--- config.mk ---
export PLATFORM = sky130hd
export DESIGN_NAME = ka_encode_ctrl_3_1
export DESIGN_NICKNAME = d
export VERILOG_FILES = /design/src/rtl/ka_encode_ctrl_3_1.sv
export SDC_FILE = /design/constraint.sdc
export NUM_CORES = 1
export LEC_CHECK = 0
export ABC_AREA = 1
export BUFFER_PORTS_ARGS = -buffer_cell sky130_fd_sc_hd__buf_2
export CAP_MARGIN = 30
export CORE_MARGIN = 2
export CORE_UTILIZATION = 50
export CTS_BUF_LIST = sky130_fd_sc_hd__clkbuf_8
export DETAILED_ROUTE_END_ITERATION = 10
export GPL_TIMING_DRIVEN = 0
export PLACE_DENSITY = 0.8
export SYNTH_ARGS = -nofsm -noshare
export SYNTH_HDL_FRONTEND = slang
export SYNTH_SLANG_ARGS = --single-unit
--- constraint.sdc ---
create_clock -name clk -period 4.4 [get_ports clk]
set_input_delay 0.66 -clock clk [delete_from_list [all_inputs] [get_ports clk]]
set_output_delay 0.66 -clock clk [all_outputs]
set_load 0.01 [all_outputs]
--- src/rtl/ka_encode_ctrl_3_1.sv ---
// ka_encode_ctrl_3_1
// Join controller closing the ka decode fork. The ka request is merged with
// one key branch, short-key (sk) or long-key (lk), chosen by k_ctrl when ka
// arrives. One joined request is issued downstream. After it completes, the
// ka channel and the selected branch are acked together for one cycle.
//
// Ports:
//   clk          rising-edge clock
//   reset        asynchronous active-high reset
//   t_ka_req     ka request (level, held until acked)
//   t_ka_ack     ka ack (one-cycle pulse)
//   k_ctrl       key control; bit 3 set (>=8) selects the lk branch
//   t_k_sk_req   short-key branch request
//   t_k_sk_ack   short-key branch ack (one-cycle pulse)
//   t_k_lk_req   long-key branch request
//   t_k_lk_ack   long-key branch ack (one-cycle pulse)
//   i_kj_req     joined downstream request (registered)
//   i_kj_ack     downstream ack
//   i_kj_lk      registered path tag, 1 = lk path
//   txn_cnt      completed-join counter (wraps)
//   err_timeout  sticky: stuck in COLLECT/ISSUE for TIMEOUT_CYC cycles
//   err_stray    sticky: request seen on the non-selected branch
//   err_clr      synchronous clear of both error flags (a set wins)
module ka_encode_ctrl_3_1 #(
  parameter int TIMEOUT_CYC = 255,
  parameter int CNT_W       = 16
) (
  input  logic             clk,
  input  logic             reset,
  input  logic             t_ka_req,
  output logic             t_ka_ack,
  input  logic [3:0]       k_ctrl,
  input  logic             t_k_sk_req,
  output logic             t_k_sk_ack,
  input  logic             t_k_lk_req,
  output logic             t_k_lk_ack,
  output logic             i_kj_req,
  input  logic             i_kj_ack,
  output logic             i_kj_lk,
  output logic [CNT_W-1:0] txn_cnt,
  output logic             err_timeout,
  output logic             err_stray,
  input  logic             err_clr
);

  localparam int TW = (TIMEOUT_CYC > 0) ? $clog2(TIMEOUT_CYC + 1) : 1;
  localparam logic [TW-1:0] TO_LIM = TW'(TIMEOUT_CYC);
  localparam logic [TW-1:0] TO_PRE = TW'(TIMEOUT_CYC - 1);

  typedef enum logic [1:0] {
    IDLE    = 2'd0,
    COLLECT = 2'd1,
    ISSUE   = 2'd2,
    RELEASE = 2'd3
  } state_t;

  state_t        state;
  state_t        state_nxt;
  logic          lk_nxt;
  logic          sel_eff;
  logic          br_req;
  logic          other_req;
  logic          rel;
  logic          active;
  logic          stray_set;
  logic          timeout_set;
  logic [TW-1:0] timer;

  // In IDLE the path is decided from k_ctrl directly so a branch request
  // already present alongside ka can skip COLLECT; afterwards the captured
  // tag is authoritative and k_ctrl is ignored.
  assign sel_eff   = (state == IDLE) ? k_ctrl[3] : i_kj_lk;
  assign br_req    = sel_eff ? t_k_lk_req : t_k_sk_req;
  assign other_req = i_kj_lk ? t_k_sk_req : t_k_lk_req;

  assign active      = (state == COLLECT) || (state == ISSUE);
  assign stray_set   = active && other_req;
  assign timeout_set = active && (TIMEOUT_CYC != 0) && (timer == TO_PRE);

  always_comb begin
    state_nxt = state;
    lk_nxt    = i_kj_lk;
    rel       = 1'b0;
    case (state)
      IDLE: begin
        if (t_ka_req) begin
          lk_nxt    = k_ctrl[3];
          state_nxt = br_req ? ISSUE : COLLECT;
        end
      end
      COLLECT: begin
        if (br_req) begin
          state_nxt = ISSUE;
        end
      end
      ISSUE: begin
        if (i_kj_ack) begin
          state_nxt = RELEASE;
          rel       = 1'b1;
        end
      end
      RELEASE: begin
        state_nxt = IDLE;
      end
      default: begin
        state_nxt = IDLE;
      end
    endcase
  end

  // Outputs are registered from next-state decode so they line up with the
  // state they belong to: i_kj_req for the whole of ISSUE, acks in RELEASE.
  always_ff @(posedge clk or posedge reset) begin
    if (reset) begin
      state       <= IDLE;
      i_kj_req    <= 1'b0;
      i_kj_lk     <= 1'b0;
      t_ka_ack    <= 1'b0;
      t_k_sk_ack  <= 1'b0;
      t_k_lk_ack  <= 1'b0;
      txn_cnt     <= '0;
      timer       <= '0;
      err_timeout <= 1'b0;
      err_stray   <= 1'b0;
    end else begin
      state      <= state_nxt;
      i_kj_req   <= (state_nxt == ISSUE);
      i_kj_lk    <= lk_nxt;
      t_ka_ack   <= rel;
      t_k_sk_ack <= rel && !i_kj_lk;
      t_k_lk_ack <= rel && i_kj_lk;
      if (rel) begin
        txn_cnt <= txn_cnt + CNT_W'(1);
      end

      // Timer saturates at the limit so the flag condition cannot re-fire
      // after wrap during a very long stall.
      if (active) begin
        if (timer != TO_LIM) begin
          timer <= timer + TW'(1);
        end
      end else begin
        timer <= '0;
      end

      if (timeout_set) begin
        err_timeout <= 1'b1;
      end else if (err_clr) begin
        err_timeout <= 1'b0;
      end

      if (stray_set) begin
        err_stray <= 1'b1;
      end else if (err_clr) begin
        err_stray <= 1'b0;
      end
    end
  end

endmodule

==> out/metrics.yaml <==
grt:
  grt_usage_pct: 19.1
  antenna_found_initial: 0
  grt_max_degree: 22
  grt_first_pass_wirelength_mm: 5.85
  grt_remaining_overflow: 0
  grt_pass1_vias: 1354
setup_path:
  critPathMaxFanout: 8
  r2r_start: "state[0]$_DFF_PP0_"
  worst_ep_arrival_time_ns: 1.82
  end_kind: "flip-flop"
  critical-path-max-stage-delay_ns: 0.38
  critical_path_class: "flip-flop to flip-flop"
  setup.worst_path.start_class: "flip-flop"
  r2r_cells: 7
  worst-path-buf-inv: 3
  endpoint: "err_stray$_DFFE_PP0P_"
  crit_start: "state[0]$_DFF_PP0_"
  regToRegEndpoint: "err_stray$_DFFE_PP0P_"
  cpLargestDelayFamily: "buffers and inverters"
  cpMaxStageDelayCell: "dfrtp_1"
  rrSetupSlack_ns: 2.79
  cp.depth: 7
  path_cells: "inv_1 > ha_1 > clkbuf_1 > inv_1 > a21oi_1 > o21ai_0 > o21ai_0"
  cp.required_ns: 4.61
clocking:
  cts_resized: 0
  cts_setup_buffers: 0
  clkTransAtPathRegs_ns: 0.07
  cts_tree: "done"
  htreeDepth: 2
  cts_hold_buf: 0
  clock_latency_ns: 0.29
  clock_path_buffers: 2
  root_buffer: "clkbuf_8"
  clock_sinks: 33
  numCtsBuffers: 5
synth:
  synth-seq-cells: 33
  synth_area_um2: 1720
  syn_avg_cell_area_um2: 8.66
  ys_seq_area_share_pct: 47.9
  yosys_warnings: 0
  synth_cell_types: 27
  syn_nets: 217
  syn_inst: 199
run_status:
  status: "completed"
sta:
  final_hold_viol_count: 0
  fin_crit_ns: 1.61
  skew_ns: 0.00608
  worst_slew_pin_slew_ns: 0.571
  max-slew-margin-rel_pct: 61.9
  slew_violations: 0
  setup_viol: 0
  max_freq_mhz: 620
  tns_ns: 0
  period_share_pct: 36.6
  rsz0062_at_grt: "false"
routing:
  drtIter0Drc: 90
  ant_nets: 0
  dr.pass1.iters: 5
  viasPerCell: 5.03
  dr_total_vias: 1428
  wl_per_cell_um: 11.7
  drc_errors: 0
  wl_mm: 3.34
power:
  p_per_area_nw_per_um2: 530
  ir_drop_v: 0.000231
  power_leakage_nw: 1.07
final_layout:
  areaGrowthSynthToFinish_pct: 21.4
  drive_gt1_share_pct: 21.4
  final_util_pct: 63.2
  nets: 255
  diodes: 0
  layout.filler_cells: 298
  mostFrequentLayoutCells: "nand2_1, dfrtp_1, buf_2, inv_1, nand3_1"
  final_common_cell: "nand2_1"
worst_hold_path:
  hold_class: "input port to asynchronous set/reset pin"
placed_design:
  post-dp-hpwl_mm: 2.36
  routabilityCongestion: 0.817
  port_buffers: 30
floorplanning:
  die_y_um: 62.7
  fp-row-count: 21
  design.die.area_um2: 3930
  io_pins: 34
  die_w_um: 62.7
  initial_core_util_pct: 52.0
  core_area_um2: 3310
run:
  cap_violations: 0
-- metal layers --
metal | GRT usage, % | wire length [um] | vias to the layer above
li1 | - | - | 709
met1 | 23.9 | 1490 | 663
met2 | 30.1 | 1570 | 47
met3 | 5.77 | 196 | 9
met4 | 9.17 | 78 | 0
met5 | 0 | 0 | -
-- worst register-to-register path, stage by stage (launching register included) --
cell      delay (ns)
dfrtp_1         0.38
inv_1           0.10
ha_1            0.28
clkbuf_1        0.28
inv_1           0.17
a21oi_1         0.13
o21ai_0         0.12
o21ai_0         0.09
-- how the worst min path moves through the flow --
stage / startpoint / to / slack (ns)
2_1_floorplan: timer[2]$_DFFE_PP0P_ / timer[2]$_DFFE_PP0P_ / 0.49
3_3_place_gp: txn_cnt[15]$_DFFE_PP0P_ / txn_cnt[15]$_DFFE_PP0P_ / 0.48
3_5_place_dp: txn_cnt[15]$_DFFE_PP0P_ / txn_cnt[15]$_DFFE_PP0P_ / 0.49
4_1_cts: reset / txn_cnt[2]$_DFFE_PP0P_ / 0.42
5_1_grt: reset / txn_cnt[2]$_DFFE_PP0P_ / 0.45
6_report: reset / err_timeout$_DFFE_PP0P_ / 0.42
-- registers in the layout, summed over array words and instances (netlist names) --
register,flops
txn_cnt,16
timer,8
state,2
err_stray,1
err_timeout,1
i_kj_lk,1
i_kj_req,1
t_k_lk_ack,1
t_k_sk_ack,1
t_ka_ack,1
-- per-stage QoR --
step / area (um^2) / power, W / setup slack [ns] / hold WS (ns) / std cells
2_1_floorplan: 1720 / 0.000663 / 2.97 / 0.494 / 199
3_5_place_dp: 1960 / 0.000773 / 2.79 / 0.486 / 276
5_1_grt: 2090 / 0.00120 / 2.58 / 0.452 / 284
6_report: 2090 / 0.00111 / 2.79 / 0.417 / 284
4_1_cts: 2090 / 0.00112 / 2.77 / 0.423 / 284
3_3_place_gp: 1930 / 0.000759 / 2.59 / 0.477 / 275
-- cell type report --
class	instances	area (um^2)	area share, %
Tap cell	46	57.6	2.75
Buffer	2	8.76	0.419
Inverter	31	116	5.56
Clock buffer	5	68.8	3.29
Clock inverter	3	65.1	3.11
Sequential cell	33	826	39.5
Multi-Input combinational cell	133	772	36.9
Timing Repair Buffer	31	178	8.49
-- cells by family (layout without fill, tap and decap cells) --
group                      count (synthesis)  after routing  synth area share, %
and+or+nand+nor                           98             98                 28.3
xor gates and xnor gates                  13             13                 6.61
DFF                                       33             33                 47.9
adders and majority gates                  7              7                 5.08
AOI/OAI and AO/OA                         15             15                 4.79
buffers and inverters                     33             72                 7.26
-- cell usage after synthesis (all sizes together) --
master / n / share of area [%]
o31ai: 1 / 0.44
nand4: 5 / 1.8
a31oi: 1 / 0.36
nor3: 6 / 2.4
clkbuf: 1 / 0.22
buf: 1 / 0.29
a21oi: 4 / 1.2
nand3b: 3 / 1.3
xnor2: 8 / 4.1
nand3: 20 / 6.5
inv: 31 / 6.8
nor4: 1 / 0.36
ha: 7 / 5.1
o21ai: 7 / 2.0
nand2: 49 / 11
o21a: 1 / 0.44
xor2: 5 / 2.5
nor2: 13 / 4.4
o22ai: 1 / 0.36
dfrtp: 33 / 48
or2: 1 / 0.36
-- power by group --
part / internal (W) / switching [W]
Sequential: 0.000367 / 0.0000584
Combinational: 0.000129 / 0.000216
Clock: 0.000225 / 0.000113
Power figures use the tool's default switching activity.
